[config.mk]
export PLATFORM = sky130hd
export DESIGN_NAME = alu_div_seq
export DESIGN_NICKNAME = d
export VERILOG_FILES = /design/src/rtl/alu_div_seq_pkg.sv /design/src/rtl/alu_div_seq_div_step.sv /design/src/rtl/alu_div_seq.sv
export SDC_FILE = /design/constraint.sdc
export NUM_CORES = 1
export LEC_CHECK = 0
export BUFFER_PORTS_ARGS = -buffer_cell sky130_fd_sc_hd__buf_2
export CORE_ASPECT_RATIO = 1.2
export CORE_MARGIN = 2
export CORE_UTILIZATION = 57
export DETAILED_ROUTE_END_ITERATION = 8
export GPL_TIMING_DRIVEN = 1
export MAX_ROUTING_LAYER = met4
export PLACE_DENSITY = 0.79
export SKIP_LAST_GASP = 1
export SYNTH_ARGS = -nofsm -noshare
export SYNTH_HDL_FRONTEND = slang
export SYNTH_SLANG_ARGS = --single-unit
export TNS_END_PERCENT = 50
[constraint.sdc]
create_clock -name clock -period 3 [get_ports clock]
set_clock_uncertainty 0.15 [all_clocks]
set_input_delay 0.15 -clock clock [delete_from_list [all_inputs] [get_ports clock]]
set_output_delay 0.15 -clock clock [all_outputs]
set_load 0.005 [all_outputs]
[src/rtl/alu_div_seq_pkg.sv]
// Shared types and constants for the iterative restoring divider alu_div_seq.
package alu_div_seq_pkg;

  localparam int unsigned W     = 8;
  localparam int unsigned CNT_W = $clog2(W);

  localparam logic [W-1:0] DIV0_QUOT = W'(8'hFF);

  typedef enum logic [1:0] {
    ST_IDLE = 2'd0,
    ST_BUSY = 2'd1,
    ST_DONE = 2'd2
  } state_e;

  // Two's-complement negate when neg is set, identity otherwise.
  function automatic logic [W-1:0] neg_if(input logic neg, input logic [W-1:0] v);
    return neg ? W'(~v + W'(1)) : v;
  endfunction

endpackage

[src/rtl/alu_div_seq_div_step.sv]
// One restoring-division iteration: shift in a dividend bit, trial-subtract the divisor.
module alu_div_seq_div_step
  import alu_div_seq_pkg::*;
(
  input  logic [W:0]   rem_i,
  input  logic [W-1:0] div_i,
  input  logic         bit_i,
  output logic [W:0]   rem_o,
  output logic         qbit_o
);

  logic [W:0] shifted_c;
  logic [W:0] diff_c;
  logic       carry_c;

  // Subtract as add of the inverted divisor with carry-in 1; carry-out means no borrow.
  // A set MSB shifted out of the remainder already guarantees the trial succeeds.
  always_comb begin
    shifted_c          = {rem_i[W-1:0], bit_i};
    {carry_c, diff_c}  = {1'b0, shifted_c} + {1'b0, ~{1'b0, div_i}} + (W+2)'(1);
    qbit_o             = carry_c | rem_i[W];
    rem_o              = qbit_o ? diff_c : shifted_c;
  end

endmodule

[src/rtl/alu_div_seq.sv]
// Iterative 8-bit restoring divider with valid/ready handshakes, one quotient bit per cycle.
// Signed operation is added when ALU_DIV_SIGNED_EN is defined.
module alu_div_seq
  import alu_div_seq_pkg::*;
(
  input  logic         clock,
  input  logic         reset,
  input  logic         io_in_valid,
  output logic         io_in_ready,
  input  logic [W-1:0] io_in_a,
  input  logic [W-1:0] io_in_b,
`ifdef ALU_DIV_SIGNED_EN
  input  logic         io_in_signed,
  output logic         io_out_overflow,
`endif
  output logic         io_out_valid,
  input  logic         io_out_ready,
  output logic [W-1:0] io_out_quot,
  output logic [W-1:0] io_out_rem,
  output logic         io_out_div_zero
);

  state_e             state_q, state_d;
  logic               ready_q, ready_d;
  logic               valid_q, valid_d;
  logic [CNT_W-1:0]   cnt_q, cnt_d;
  logic [W-1:0]       quot_q, quot_d;
  logic [W:0]         rem_q, rem_d;
  logic [W-1:0]       div_q, div_d;
  logic               dz_q, dz_d;
  logic               negq_q, negq_d;
  logic               negr_q, negr_d;
  logic [W-1:0]       oquot_q, oquot_d;
  logic [W-1:0]       orem_q, orem_d;
  logic               odz_q, odz_d;
`ifdef ALU_DIV_SIGNED_EN
  logic               ovf_q, ovf_d;
  logic               oovf_q, oovf_d;
`endif

  logic               sgn_c, a_neg_c, b_neg_c, accept_c;
  logic [W-1:0]       a_mag_c, b_mag_c;
  logic [W:0]         step_rem_c;
  logic               qbit_c;
  logic [W-1:0]       fin_quot_c, fin_rem_c;

  alu_div_seq_div_step u_div_step (
    .rem_i  (rem_q),
    .div_i  (div_q),
    .bit_i  (quot_q[W-1]),
    .rem_o  (step_rem_c),
    .qbit_o (qbit_c)
  );

`ifdef ALU_DIV_SIGNED_EN
  assign sgn_c = io_in_signed;
`else
  assign sgn_c = 1'b0;
`endif

  always_ff @(posedge clock) begin
    if (reset) begin
      state_q <= ST_IDLE;
      ready_q <= 1'b0;
      valid_q <= 1'b0;
      cnt_q   <= '0;
      quot_q  <= '0;
      rem_q   <= '0;
      div_q   <= '0;
      dz_q    <= 1'b0;
      negq_q  <= 1'b0;
      negr_q  <= 1'b0;
      oquot_q <= '0;
      orem_q  <= '0;
      odz_q   <= 1'b0;
`ifdef ALU_DIV_SIGNED_EN
      ovf_q   <= 1'b0;
      oovf_q  <= 1'b0;
`endif
    end else begin
      state_q <= state_d;
      ready_q <= ready_d;
      valid_q <= valid_d;
      cnt_q   <= cnt_d;
      quot_q  <= quot_d;
      rem_q   <= rem_d;
      div_q   <= div_d;
      dz_q    <= dz_d;
      negq_q  <= negq_d;
      negr_q  <= negr_d;
      oquot_q <= oquot_d;
      orem_q  <= orem_d;
      odz_q   <= odz_d;
`ifdef ALU_DIV_SIGNED_EN
      ovf_q   <= ovf_d;
      oovf_q  <= oovf_d;
`endif
    end
  end

  always_comb begin
    state_d  = state_q;
    valid_d  = valid_q;
    cnt_d    = cnt_q;
    quot_d   = quot_q;
    rem_d    = rem_q;
    div_d    = div_q;
    dz_d     = dz_q;
    negq_d   = negq_q;
    negr_d   = negr_q;
    oquot_d  = oquot_q;
    orem_d   = orem_q;
    odz_d    = odz_q;
`ifdef ALU_DIV_SIGNED_EN
    ovf_d    = ovf_q;
    oovf_d   = oovf_q;
`endif

    accept_c = (state_q == ST_IDLE) && ready_q && io_in_valid;
    a_neg_c  = sgn_c & io_in_a[W-1];
    b_neg_c  = sgn_c & io_in_b[W-1];
    a_mag_c  = neg_if(a_neg_c, io_in_a);
    b_mag_c  = neg_if(b_neg_c, io_in_b);

    // Final magnitudes come from the last step while in BUSY, else from the held registers.
    fin_quot_c = (state_q == ST_BUSY) ? {quot_q[W-2:0], qbit_c} : quot_q;
    fin_rem_c  = (state_q == ST_BUSY) ? step_rem_c[W-1:0] : rem_q[W-1:0];

    unique case (state_q)
      ST_IDLE: begin
        if (accept_c) begin
          quot_d = a_mag_c;
          div_d  = b_mag_c;
          rem_d  = '0;
          cnt_d  = '0;
          dz_d   = 1'b0;
          negq_d = a_neg_c ^ b_neg_c;
          negr_d = a_neg_c;
`ifdef ALU_DIV_SIGNED_EN
          ovf_d  = a_neg_c && b_neg_c && (io_in_a == {1'b1, {(W-1){1'b0}}})
                   && (io_in_b == {W{1'b1}});
`endif
          if (io_in_b == '0) begin
            state_d = ST_DONE;
            quot_d  = DIV0_QUOT;
            rem_d   = {1'b0, io_in_a};
            dz_d    = 1'b1;
            negq_d  = 1'b0;
            negr_d  = 1'b0;
`ifdef ALU_DIV_SIGNED_EN
            ovf_d   = 1'b0;
`endif
          end else begin
            state_d = ST_BUSY;
          end
        end
      end
      ST_BUSY: begin
        quot_d = {quot_q[W-2:0], qbit_c};
        rem_d  = step_rem_c;
        cnt_d  = cnt_q + CNT_W'(1);
        if (cnt_q == CNT_W'(W-1)) begin
          state_d = ST_DONE;
          valid_d = 1'b1;
          oquot_d = neg_if(negq_q, fin_quot_c);
          orem_d  = neg_if(negr_q, fin_rem_c);
          odz_d   = dz_q;
`ifdef ALU_DIV_SIGNED_EN
          oovf_d  = ovf_q;
`endif
        end
      end
      ST_DONE: begin
        if (!valid_q) begin
          // Divide-by-zero arrives here straight from IDLE; publish one cycle later.
          valid_d = 1'b1;
          oquot_d = neg_if(negq_q, fin_quot_c);
          orem_d  = neg_if(negr_q, fin_rem_c);
          odz_d   = dz_q;
`ifdef ALU_DIV_SIGNED_EN
          oovf_d  = ovf_q;
`endif
        end else if (io_out_ready) begin
          valid_d = 1'b0;
          state_d = ST_IDLE;
        end
      end
      default: state_d = ST_IDLE;
    endcase

    ready_d = (state_d == ST_IDLE);
  end

  assign io_in_ready     = ready_q;
  assign io_out_valid    = valid_q;
  assign io_out_quot     = oquot_q;
  assign io_out_rem      = orem_q;
  assign io_out_div_zero = odz_q;
`ifdef ALU_DIV_SIGNED_EN
  assign io_out_overflow = oovf_q;
`endif

endmodule

==> out/metrics.cfg <==
[clock_tree]
numCtsBuffers = 5
cts.sinks = 50
htreeDepth = 2
clock-root-buffer = clkbuf_8
cts_resized = 0
cts_tree = yes
cts_setup_buffers = 0
clockBufferDepth = 2
clock_latency_ns = 0.30
clk_pin_slew_ns = 0.09

[setup_path]
endpoint_kind = flop
worstPathArrival_ns = 2.55
cp.required_ns = 3.06
crit_type = reg -> reg
startpoint_type = flop
cp_max_fo = 4

[grt]
grt_pass1_wl_mm = 10.7
grtUsageTotal_pct = 26.9
grt_pass1_vias = 2221
antenna_found_initial = 0
grt_overflow_total = 0
grt_start_max_net_pins = 36

[finish]
utilization_pct = 67.9
nNetsFinal = 398
layoutNonFillerInstCount = 422
antenna_cells = 0
syn2layout_area_growth_pct = 14.6
drive_above_1_share_pct = 18.1

[floorplanning]
die_y_um = 79.7
io_pins = 39
initial_core_util_pct = 59.3
num_rows = 27
die_area_sq_um = 5350
dieWidth_um = 67.1
core_sq_um = 4590

[logic_synthesis]
yosys-top-cells-area = dfxtp_1 37%, a21oi_1 8.1%, a211oi_1 6.6%, ha_1 6.4%, nand2_1 5.1%
synth_area_per_cell_sq_um = 8.41
synth-edff-count = 0
ys.warnings.count = 0
synth_top_cell_area_share_pct = 36.7
yosys_most_used_dff = dfxtp_1
synth.largest_area_cell = dfxtp_1
syn_nets = 359
async_reset_ff_share_pct = 0
yosysSeqAreaShare_pct = 36.7
ys_ff_latch = 50
yosysUniqueCellTypes = 52
syn_inst = 324
synth_area_sq_um = 2730

[detailed_routing]
vias = 2495
highest-signal-layer = met4
vias_per_cell = 5.91
drt-met1-wl_mm = 2.99
drc_errors = 0
dr.pass1.iters = 4
routed_wl_mm = 6.51
wl_met2_mm = 3.12
drtAntennaViolNets = 0
wl_per_cell_um = 15.4
drt-initial-drc-count = 150
dr_wl_met3_um = 291

[sta]
fin_tns_setup_ns = 0
rsz0062_at_grt = no
hold_viol_final = 0
period_minus_slack_ns = 2.50
report.final.slew_viol_count = 0
max_freq_mhz = 401
setup_violations = 0
period_share_pct = 83.2
tightest_slew_ns = 0.742
relSlewSlack_pct = 50.5
holdWs_ns = 0.0145

[placed_design]
hpwlAfterDp_mm = 4.55
gp_congestion = 1.07
dp.cells = 406
io_buffers = 38

[outcome]
status = finished, final reports clean

[power]
ir_drop_mv = 0.349
powerDensity_nw_per_um2 = 561
cellLeakagePower_nw = 1.21

[worst_hold_path]
hold_path.class = in -> reg

[flow_run]
drv_cap = 0

==> flip-flops by register name (all words and copies together) (netlist names), 2 cells and up <==
register,cells
io_out_rem,8
io_out_quot,8
state_q,2
cnt_q,3
rem_q,9
quot_q,8
div_q,8
==> layer usage <==
metal  GRT usage (%)  up-vias
li1                -     1252
met1            36.5     1166
met2            41.3       65
met3            3.10       12
met4            9.80        0
met5               -        -
==> placed cells by master (no fill, tap or decap), types with 7 or more instances in the layout <==
cell | netlist | final
inv_1 | 14 | 14
a21oi_1 | 44 | 44
ha_1 | 14 | 14
mux2i_1 | 10 | 10
nand3_1 | 9 | 9
nand2_1 | 37 | 37
nor2_1 | 32 | 32
o21ai_0 | 7 | 7
a211oi_1 | 24 | 24
dlygate4sd3_1 | 0 | 8
o221ai_1 | 8 | 8
buf_2 | 3 | 38
dfxtp_1 | 50 | 50
==> stage by stage <==
step	power, mW	cell area [sq um]	setup WS, ns
2_1_floorplan	1.16	2730	0.766
5_1_grt	1.84	3120	0.289
3_3_place_gp	1.28	2930	0.674
3_5_place_dp	1.28	2930	0.555
4_1_cts	1.76	3120	0.518
6_report	1.75	3120	0.505
==> Yosys cell counts (7+ instances only) <==
cell type / number
ha_1: 14
a211oi_1: 24
a21oi_1: 44
inv_1: 14
nand3_1: 9
mux2i_1: 10
o221ai_1: 8
o21ai_0: 7
clkbuf_1: 13
nand2_1: 37
dfxtp_1: 50
nor2_1: 32
==> final cells by class <==
type                    instances  area, sq um
well taps                      58         72.6
inverters                      15         56.3
clock inverters                 3         40.0
multi-input cells             240         1580
repair buffers                 51          308
flip-flops and latches         50         1000
clock buffers                   5         68.8
fillers                       389         1470
==> worst paths after layout <==
check | startpoint | endpoint | slack [ns] | cells past startpoint
setup / recovery | quot_q[7] | rem_q[6] | 0.50 | 10
setup reg to reg | quot_q[7] | rem_q[6] | 0.50 | 10
hold reg to reg | cnt_q[1] | cnt_q[1] | 0.31 | 2
hold / removal | io_out_ready | io_out_valid | 0.01 | 4
==> repair_timing <==
action                     in CTS  in global routing
hold buffers                    8                  0
setup endpoints to repair       0                  0
hold endpoints to repair        8                  0
==> power breakdown <==
part           switching (mW)  internal [mW]  leakage, nW  total, mW
registers              0.0401          0.712        0.408      0.752
clock network           0.222          0.246       0.0579      0.468
logic                   0.305          0.225        0.745      0.531
total                   0.568           1.18         1.21       1.75
==> worst max-delay path, stage by stage (launching register included) <==
cell and delay, ns:
dfxtp_1 0.35, inv_1 0.06, ha_1 0.15, inv_1 0.05, fa_1 0.40, a211oi_1 0.31, o21bai_1 0.15, a21oi_1 0.21
xnor2_1 0.14, mux2i_1 0.12, a2111oi_2 0.30
==> cells by family (layout without fill, tap and decap cells) <==
group / after synthesis / after routing / synth area share, %
muxes: 10 / 10 / 3.67
DFF: 50 / 50 / 36.7
buffers and inverters: 34 / 74 / 5.46
xor gates and xnor gates: 5 / 5 / 1.61
and+or+nand+nor: 99 / 99 / 16.6
adders and majority gates: 15 / 15 / 7.16
AOI/OAI and AO/OA: 111 / 111 / 28.7
Note: power is estimated with default switching activity, not from simulation.
